<file path="src/rtl/ram4k_loader_if.sv">
// Byte-stream handshake plus RAM port bundle for the 4K-word RAM loader.
// master = loader side, slave = byte source / RAM side.
interface ram4k_loader_if;
  logic [7:0]  byte_in;
  logic        byte_valid;
  logic        byte_ready;
  logic [15:0] ram_out;
  logic [15:0] ram_in;
  logic [11:0] ram_addr;
  logic        ram_load;

  modport master (
    input  byte_in, byte_valid, ram_out,
    output byte_ready, ram_in, ram_addr, ram_load
  );

  modport slave (
    output byte_in, byte_valid, ram_out,
    input  byte_ready, ram_in, ram_addr, ram_load
  );
endinterface

</file>
<file path="src/rtl/ram4k_loader.sv">
// Boot loader: assembles big-endian words from a byte stream, writes them to
// consecutive RAM addresses, then reads the range back and compares checksums.
module ram4k_loader #(
  parameter int          WORD_COUNT = 4096,
  parameter logic [11:0] BASE_ADDR  = 12'd0
) (
  input  logic                  clk,
  input  logic                  reset,
  input  logic                  start,
  ram4k_loader_if.master        bus,
  output logic                  busy,
  output logic                  done,
  output logic                  error,
  output logic [15:0]           checksum,
  output logic [2:0]            state_dbg
);

  // Handshake: a byte moves on a rising edge where byte_valid && byte_ready.
  // byte_ready depends only on state (HI or LO), never on byte_valid.
  typedef enum logic [2:0] {
    S_IDLE   = 3'd0,
    S_HI     = 3'd1,
    S_LO     = 3'd2,
    S_WRITE  = 3'd3,
    S_VERIFY = 3'd4,
    S_DONE   = 3'd5
  } state_t;

  localparam logic [11:0] LAST = 12'(WORD_COUNT - 1);

  state_t      state;
  logic [11:0] i;
  logic [15:0] wr_sum;
  logic [15:0] rd_sum;
  logic [15:0] word_q;
  logic        error_q;

  always_ff @(posedge clk or posedge reset) begin
    if (reset) begin
      state   <= S_IDLE;
      i       <= 12'd0;
      wr_sum  <= 16'd0;
      rd_sum  <= 16'd0;
      word_q  <= 16'd0;
      error_q <= 1'b0;
    end else begin
      case (state)
        S_IDLE, S_DONE: begin
          if (start) begin
            state   <= S_HI;
            i       <= 12'd0;
            wr_sum  <= 16'd0;
            rd_sum  <= 16'd0;
            error_q <= 1'b0;
          end
        end
        S_HI: begin
          if (bus.byte_valid) begin
            word_q[15:8] <= bus.byte_in;
            state        <= S_LO;
          end
        end
        S_LO: begin
          if (bus.byte_valid) begin
            word_q[7:0] <= bus.byte_in;
            state       <= S_WRITE;
          end
        end
        S_WRITE: begin
          wr_sum <= wr_sum + word_q;
          if (i == LAST) begin
            i     <= 12'd0;
            state <= S_VERIFY;
          end else begin
            i     <= i + 12'd1;
            state <= S_HI;
          end
        end
        S_VERIFY: begin
          rd_sum <= rd_sum + bus.ram_out;
          // Fold in the final read word before comparing against the write side.
          if (i == LAST) begin
            i       <= 12'd0;
            error_q <= ((rd_sum + bus.ram_out) != wr_sum);
            state   <= S_DONE;
          end else begin
            i <= i + 12'd1;
          end
        end
        default: state <= S_IDLE;
      endcase
    end
  end

  assign bus.byte_ready = (state == S_HI) || (state == S_LO);
  assign bus.ram_load   = (state == S_WRITE);
  assign bus.ram_in     = word_q;
  assign bus.ram_addr   = ((state == S_IDLE) || (state == S_DONE)) ? BASE_ADDR
                                                                   : BASE_ADDR + i;
  assign busy      = (state == S_HI) || (state == S_LO) ||
                     (state == S_WRITE) || (state == S_VERIFY);
  assign done      = (state == S_DONE);
  assign error     = error_q;
  assign checksum  = wr_sum;
  assign state_dbg = state;

endmodule

</file>
<file path="src/flat_wrapper.sv">
// flat-port wrapper written by rule: the top's interface ports become plain ports
module ram4k_loader_flat 
#(
  parameter int          WORD_COUNT = 4096,
  parameter logic [11:0] BASE_ADDR  = 12'd0
)
  (clk, reset, start, busy, done, error, checksum, state_dbg, bus_byte_in, bus_byte_valid, bus_ram_out, bus_byte_ready, bus_ram_in, bus_ram_addr, bus_ram_load);
  ram4k_loader_if bus_i ();
  input  logic clk;
  input  logic reset;
  input  logic start;
  output logic busy;
  output logic done;
  output logic error;
  output logic [15:0] checksum;
  output logic [2:0] state_dbg;
  input wire logic [$bits(bus_i.byte_in)-1:0] bus_byte_in;
  input wire logic [$bits(bus_i.byte_valid)-1:0] bus_byte_valid;
  input wire logic [$bits(bus_i.ram_out)-1:0] bus_ram_out;
  output wire logic [$bits(bus_i.byte_ready)-1:0] bus_byte_ready;
  output wire logic [$bits(bus_i.ram_in)-1:0] bus_ram_in;
  output wire logic [$bits(bus_i.ram_addr)-1:0] bus_ram_addr;
  output wire logic [$bits(bus_i.ram_load)-1:0] bus_ram_load;
  assign bus_i.byte_in = bus_byte_in;
  assign bus_i.byte_valid = bus_byte_valid;
  assign bus_i.ram_out = bus_ram_out;
  assign bus_byte_ready = bus_i.byte_ready;
  assign bus_ram_in = bus_i.ram_in;
  assign bus_ram_addr = bus_i.ram_addr;
  assign bus_ram_load = bus_i.ram_load;
  ram4k_loader #(.WORD_COUNT(WORD_COUNT), .BASE_ADDR(BASE_ADDR)) u_core (.clk(clk), .reset(reset), .start(start), .bus(bus_i), .busy(busy), .done(done), .error(error), .checksum(checksum), .state_dbg(state_dbg));
endmodule
</file>
<file path="config.mk">
export PLATFORM = sky130hd
export DESIGN_NAME = ram4k_loader_flat
export DESIGN_NICKNAME = d
export VERILOG_FILES = /design/src/rtl/ram4k_loader_if.sv /design/src/rtl/ram4k_loader.sv /design/src/flat_wrapper.sv
export SDC_FILE = /design/constraint.sdc
export NUM_CORES = 1
export LEC_CHECK = 0
export ABC_AREA = 1
export BUFFER_PORTS_ARGS = -buffer_cell sky130_fd_sc_hd__buf_2
export CORE_MARGIN = 2
export CORE_UTILIZATION = 50
export CTS_BUF_LIST = sky130_fd_sc_hd__clkbuf_2
export CTS_CLUSTER_DIAMETER = 60
export DETAILED_ROUTE_END_ITERATION = 8
export PLACE_DENSITY_LB_ADDON = 0.15
export REMOVE_ABC_BUFFERS = 1
export SLEW_MARGIN = 20
export SYNTH_ARGS = -nofsm -noshare
export SYNTH_HDL_FRONTEND = slang
export SYNTH_SLANG_ARGS = --single-unit
export TNS_END_PERCENT = 50
</file>
<file path="constraint.sdc">
create_clock -name clk -period 4.7 [get_ports clk]
set_input_delay 0.47 -clock clk [delete_from_list [all_inputs] [get_ports clk]]
set_output_delay 0.47 -clock clk [all_outputs]
set_load 0.02 [all_outputs]
</file>
-- Word level (Yosys, flattened, before mapping)
Cells that the tools add are included.
- add/sub/neg operators: 3
- mux-type cells: 16
- reduce and logical (&&, ||, !) cells: 17
- eq/ne operators: 11
- operators with widths (kind ; count):
    $pmux 16 s2 ; 2
    $mux 12 ; 3
    $add 16x16->16 ; 2
    $pmux 12 s2 ; 1
    $mux 16 ; 1
    $ne 16x16->1 ; 1
    $mux 3 ; 5
    $pmux 3 s5 ; 1
    $add 12x1->12 const B ; 1
    $eq 12x12->1 const B ; 1
    $reduce_and 2->1 ; 5
    $eq 3x2->1 const B ; 2
    $eq 3x3->1 const B ; 2
    $ne 2x2->1 const B ; 3
    $reduce_bool 2->1 ; 3
    $logic_or 1x1->1 ; 4
    $reduce_and 4->1 ; 1
    $reduce_or 2->1 ; 2
    $eq 3x1->1 const B ; 1
    $logic_not 3->1 ; 1
    $reduce_and 3->1 ; 1
    $mux 1 ; 2
    $ne 2x1->1 const B ; 1
    $pmux 1 s2 ; 1
- flip-flop bits (word level): 64
- input bits: 28

-- Longest topological paths before layout
- depth in word-level cells: 4
- depth in mapped cells: 18
- mapped depth without buffers: 18

-- Worst setup path before layout
Ideal clock, no wire load.
- kind: input -> register
- start point: input port bus_ram_out[0]
- end point: register u_core.error_q, in the netlist u_core.error
- data arrival time: 2017 ps
- path buffers: 0
- stages: 17
- library setup time: 116 ps
- setup slack: 2566 ps
- cell sequence: ha_1 > inv_1 > fa_1 > inv_1 > nand3_1 > nand2_1 > nand3_1 > nand3_1 > nand2_1 > nand3_1 > nand2_1 > nor2_1 > nand2_1 > nor2_1 > nand2_1 > nand2_1 > nand2_1
- cells in the longest elaborated chain, start to end: 4
- RTL lines (element ; RTL line ; RTL):
    from (decl) ; flat_wrapper.sv:19 ; input wire logic [$bits(bus_i.ram_out)-1:0] bus_ram_out;
    $add 16x16->16 ; ram4k_loader.sv:84 ; error_q <= ((rd_sum + bus.ram_out) != wr_sum);
    $ne 16x16->1 ; ram4k_loader.sv:84 ;
    $mux 1 ; ram4k_loader.sv:82 ; if (i == LAST) begin
    $pmux 1 s2 ; ram4k_loader.sv:47 ; case (state)
    to (signal assigned) ; ram4k_loader.sv:84 ;
    to (decl) ; ram4k_loader.sv:36 ; logic error_q;
Every way passes these cells. The select of a mux whose other input is x is not followed.
A chain may end at the register's enable or synchronous reset.

-- Worst setup path in the final report
- start point: register u_core.state[2], in the netlist u_core.state_dbg[2]
- end point: output port busy
- cells in the longest elaborated chain, start to end: 4
- elaborated cells between the ends (all ways): 7
- those cells by class: 4 x eq/ne; 3 x reduce/logical
- RTL lines (element ; RTL line ; RTL):
    from (decl) ; ram4k_loader.sv:31 ; state_t state;
    from (signal assigned) ; ram4k_loader.sv:40 ; state <= S_IDLE;
    from (signal assigned) ; ram4k_loader.sv:50 ; state <= S_HI;
    from (signal assigned) ; ram4k_loader.sv:60 ; state <= S_LO;
    $eq 3x1->1 or $eq 3x2->1 (tied branches) ; ram4k_loader.sv:100 ; assign busy = (state == S_HI) || (state == S_LO) ||
    $logic_or 1x1->1 (2 in series) ; ram4k_loader.sv:100 ;
    $logic_or 1x1->1 (*) ; ram4k_loader.sv:101 ; (state == S_WRITE) || (state == S_VERIFY);
    to (decl) ; flat_wrapper.sv:12 ; output logic busy;
Mark *: on every way between the ends. The rest lies on a longest branch, timed or not.

==> flow_results.xml <==
<?xml version="1.0" encoding="UTF-8"?>
<metrics>
  <group name="run_status">
    <metric name="outcome" unit="">finished, final reports clean</metric>
  </group>
  <group name="yosys">
    <metric name="count_of_flip_flops_with_a_built_in_enable_after_synthesis" unit="">0</metric>
    <metric name="post-synth-top-count-cell" unit="">nand2_1</metric>
    <metric name="synth_top_cells_by_count" unit="">nand2_1, inv_1, nand3_1, dfrtp_1, nor2_1</metric>
    <metric name="yosys.cell_types.count" unit="">40</metric>
    <metric name="yosys_register_bits" unit="">64</metric>
    <metric name="postSynthCellCount" unit="">676</metric>
    <metric name="synth_area_leader_cell" unit="">dfrtp_1</metric>
    <metric name="synth.yosys.warnings" unit="">0</metric>
    <metric name="synth_sequential_area_ratio" unit="">0.340</metric>
    <metric name="async_flop_share" unit="">1.00</metric>
    <metric name="synth_top_cells_by_area" unit="">dfrtp_1, nand2_1, nand3_1</metric>
    <metric name="post_synthesis_cell_area" unit="sq um">4710</metric>
    <metric name="yosys_most_used_dff" unit="">dfrtp_1</metric>
    <metric name="synth.top_cell.area_share" unit="">0.340</metric>
    <metric name="post_synth.cell_area_avg" unit="sq um">6.97</metric>
  </group>
  <group name="clock_tree">
    <metric name="cts_inserted_buffers" unit="">9</metric>
    <metric name="clk_pin_slew" unit="ps">220</metric>
    <metric name="clkSinkCount" unit="">64</metric>
    <metric name="cts.repair_timing.setup_buffer_count" unit="">0</metric>
    <metric name="htreeDepth" unit="">3</metric>
    <metric name="clk_latency" unit="ps">520</metric>
    <metric name="cts_tree" unit="">built</metric>
    <metric name="clockRootBuffer" unit="">clkbuf_2</metric>
    <metric name="cts_hold_buffers" unit="">0</metric>
    <metric name="clockBufferDepth" unit="">2</metric>
    <metric name="post_cts.resized_instances" unit="">0</metric>
  </group>
  <group name="timing">
    <metric name="setup-violations-final" unit="">0</metric>
    <metric name="grt_setup_unrepaired" unit="">false</metric>
    <metric name="max_freq" unit="MHz">359</metric>
    <metric name="final-hold-violation-count" unit="">0</metric>
    <metric name="min_period_over_period" unit="">0.593</metric>
    <metric name="final.setup_skew" unit="ps">25.6</metric>
    <metric name="relSlewSlack" unit="">0.438</metric>
    <metric name="fin_tns_setup" unit="ps">0</metric>
    <metric name="period_needed" unit="ps">2790</metric>
    <metric name="hold_ws" unit="ps">167</metric>
    <metric name="worst-slew-pin-transition" unit="ps">843</metric>
    <metric name="maxSlewViolCount" unit="">0</metric>
  </group>
  <group name="drt">
    <metric name="drt_pass1_iterations" unit="">5</metric>
    <metric name="drt-met1-wl" unit="microns">5920</metric>
    <metric name="postRouteAntennaNets" unit="">0</metric>
    <metric name="top_signal_layer_used" unit="">met4</metric>
    <metric name="wl_met2" unit="microns">5950</metric>
    <metric name="met3WireLength" unit="microns">875</metric>
    <metric name="drt_iter0_drc" unit="">259</metric>
    <metric name="routed_length_per_instance" unit="microns">14.8</metric>
    <metric name="vias_per_cell" unit="">5.40</metric>
    <metric name="drc" unit="">0</metric>
    <metric name="finalWirelength" unit="microns">12900</metric>
    <metric name="route.vias.total" unit="">4716</metric>
  </group>
  <group name="pwr">
    <metric name="fin_total_pwr" unit="mW">2.61</metric>
    <metric name="fraction_of_power_spent_switching_nets" unit="">0.486</metric>
    <metric name="seq_power_share" unit="">0.327</metric>
    <metric name="comb_power_share" unit="">0.495</metric>
    <metric name="p_per_area" unit="nW/um^2">485</metric>
    <metric name="power_report.internal_total" unit="mW">1.34</metric>
    <metric name="switchingPower" unit="mW">1.27</metric>
    <metric name="ir_worst_vdd" unit="mV">0.457</metric>
    <metric name="power_leakage" unit="nW">3.02</metric>
    <metric name="power_share_of_the_clock_group" unit="">0.179</metric>
  </group>
  <group name="placement">
    <metric name="placement.io_buffers" unit="">79</metric>
    <metric name="finalWeightedCongestion" unit="">0.956</metric>
    <metric name="detailedPlacementHpwl" unit="microns">9760</metric>
    <metric name="place.detailed.instances" unit="">857</metric>
    <metric name="placed_area" unit="sq um">5220</metric>
  </group>
  <group name="setup_path">
    <metric name="cpMostUsedCell" unit="">inv_2</metric>
    <metric name="crit_path_end_kind" unit="">output port</metric>
    <metric name="timing.critical_path.cells" unit="">inv_2 &gt; nor3_2 &gt; buf_4 &gt; inv_2 &gt; nand2_2 &gt; inv_2 &gt; nand2_1 &gt; buf_2</metric>
    <metric name="critical_path_peak_fanout" unit="">26</metric>
    <metric name="worst_ep_arrival_time" unit="ps">2320</metric>
    <metric name="critical_setup_path_class" unit="">reg -&gt; out</metric>
    <metric name="critPathSlowestCell" unit="">dfrtp_1</metric>
    <metric name="critical_path.startpoint_type" unit="">flip-flop</metric>
    <metric name="worst_path_largest_cell_delay" unit="ps">510</metric>
    <metric name="required_time_of_the_critical_path" unit="ps">4230</metric>
  </group>
  <group name="grt">
    <metric name="global_route.usage.total" unit="">0.270</metric>
    <metric name="maximum_number_of_pins_on_one_net_before_global_route_repair" unit="">65</metric>
    <metric name="grt_first_pass_wirelength" unit="microns">21800</metric>
    <metric name="antenna_found_initial" unit="">0</metric>
    <metric name="first_global_vias" unit="">4578</metric>
    <metric name="overflow_left_after_global_routing" unit="">0</metric>
  </group>
  <group name="cells_and_area">
    <metric name="fin_nets" unit="">818</metric>
    <metric name="final_cells" unit="">873</metric>
    <metric name="postLayoutCellArea" unit="sq um">5380</metric>
    <metric name="area.growth.synth_to_final" unit="%">14.2</metric>
    <metric name="antenna_cells" unit="">0</metric>
    <metric name="num-fill-cells" unit="">916</metric>
    <metric name="fraction_of_layout_instances_using_a_drive_strength_above_1" unit="">0.154</metric>
  </group>
  <group name="min_path">
    <metric name="hold_class" unit="">in -&gt; async</metric>
  </group>
  <group name="die">
    <metric name="die_width" unit="microns">101</metric>
    <metric name="chipHeight" unit="microns">101</metric>
    <metric name="core_area" unit="sq um">9200</metric>
    <metric name="ioPinCount" unit="">80</metric>
    <metric name="die_area" unit="sq um">10200</metric>
    <metric name="rows" unit="">35</metric>
    <metric name="initial_cell_density_of_the_core" unit="">0.513</metric>
  </group>
  <group name="job">
    <metric name="reported_max_cap_violation_count" unit="">0</metric>
  </group>
</metrics>
-- power by group through the flow --
stage	registers (mW)	logic (mW)	clock network, mW
after global placement	0.856	1.26	0
after CTS	0.849	1.29	0.475
after global routing	0.869	1.45	0.502
after detailed placement	0.858	1.28	0
after floorplan	0.940	0.792	0
final	0.852	1.29	0.466
-- cells by family (layout without fill, tap and decap cells) --
group | after synthesis | count (layout) | synth area share
xor+xnor | 14 | 14 | 0.0318
compound gates | 115 | 115 | 0.135
fa+ha+maj | 33 | 33 | 0.0908
simple gates | 333 | 333 | 0.309
flops | 64 | 64 | 0.340
buf+inv | 117 | 203 | 0.0939
-- area by class of cell --
cell class	instances	area, sq um	area share
sequential	64	1600	0.298
tap	111	139	0.0258
multi-input combinational	495	2670	0.496
timing repair buffer	81	410	0.0762
clock buffer	9	45.0	0.00837
inverter	106	398	0.0739
clock inverter	7	119	0.0221
-- layer usage --
layer	global-route usage	up-vias
li1	-	2384
met1	0.375	2172
met2	0.436	144
met3	0.0381	16
met4	0.0873	0
met5	0	-
-- cell usage in the layout (no fill, tap or decap), types with 2 or more instances in the layout --
cell	n
nand3_2	2
xnor2_1	4
o211ai_1	2
fa_1	2
nand3_1	81
o21bai_1	2
nand3b_1	2
clkbuf_2	9
xor2_1	8
nand4_1	5
inv_2	7
nand2_1	171
buf_2	79
buf_4	2
inv_1	99
ha_1	31
bufinv_16	3
nor3b_1	2
o21ai_1	11
o22ai_1	8
nand2_4	3
nand2_2	2
nor2_4	2
nor2_1	53
a21oi_1	33
nor3_1	6
o21ai_0	50
xnor3_1	2
a22o_1	2
dfrtp_1	64
-- path summary, 6_finish.rpt --
check	to	cells past startpoint	from	slack [ps]
setup reg to reg	u_core.error	17	u_core.rd_sum[0]	2350
hold / removal	u_core.checksum[10]	3	reset	170
max in group asynchronous	u_core.bus.ram_in[9]	3	reset	3990
hold reg to reg	u_core.error	2	u_core.error	540
min in group clk	u_core.state_dbg[1]	2	bus_byte_valid	180
setup / recovery	busy	8	u_core.state_dbg[2]	1910
-- per-stage QoR --
step	util	setup WS (ps)
floorplan	-	2490
global placement	0.567	2260
detailed placement	0.567	2220
CTS	0.585	1890
global route	0.585	1730
finish	0.585	1910
-- sequential cells by signal (all words and copies together), names as in the netlist --
signal / cells
u_core.bus.ram_in: 16
u_core.checksum: 16
u_core.rd_sum: 16
u_core.i: 12
u_core.state_dbg: 3
u_core.error: 1
-- critical path, delay by kind of cell (launching register included) --
kind,cells,cell delay (ps)
flip-flops,1,510
buffers and inverters,5,1040
AND/OR/NAND/NOR,3,250
Power figures use the tool's default switching activity.
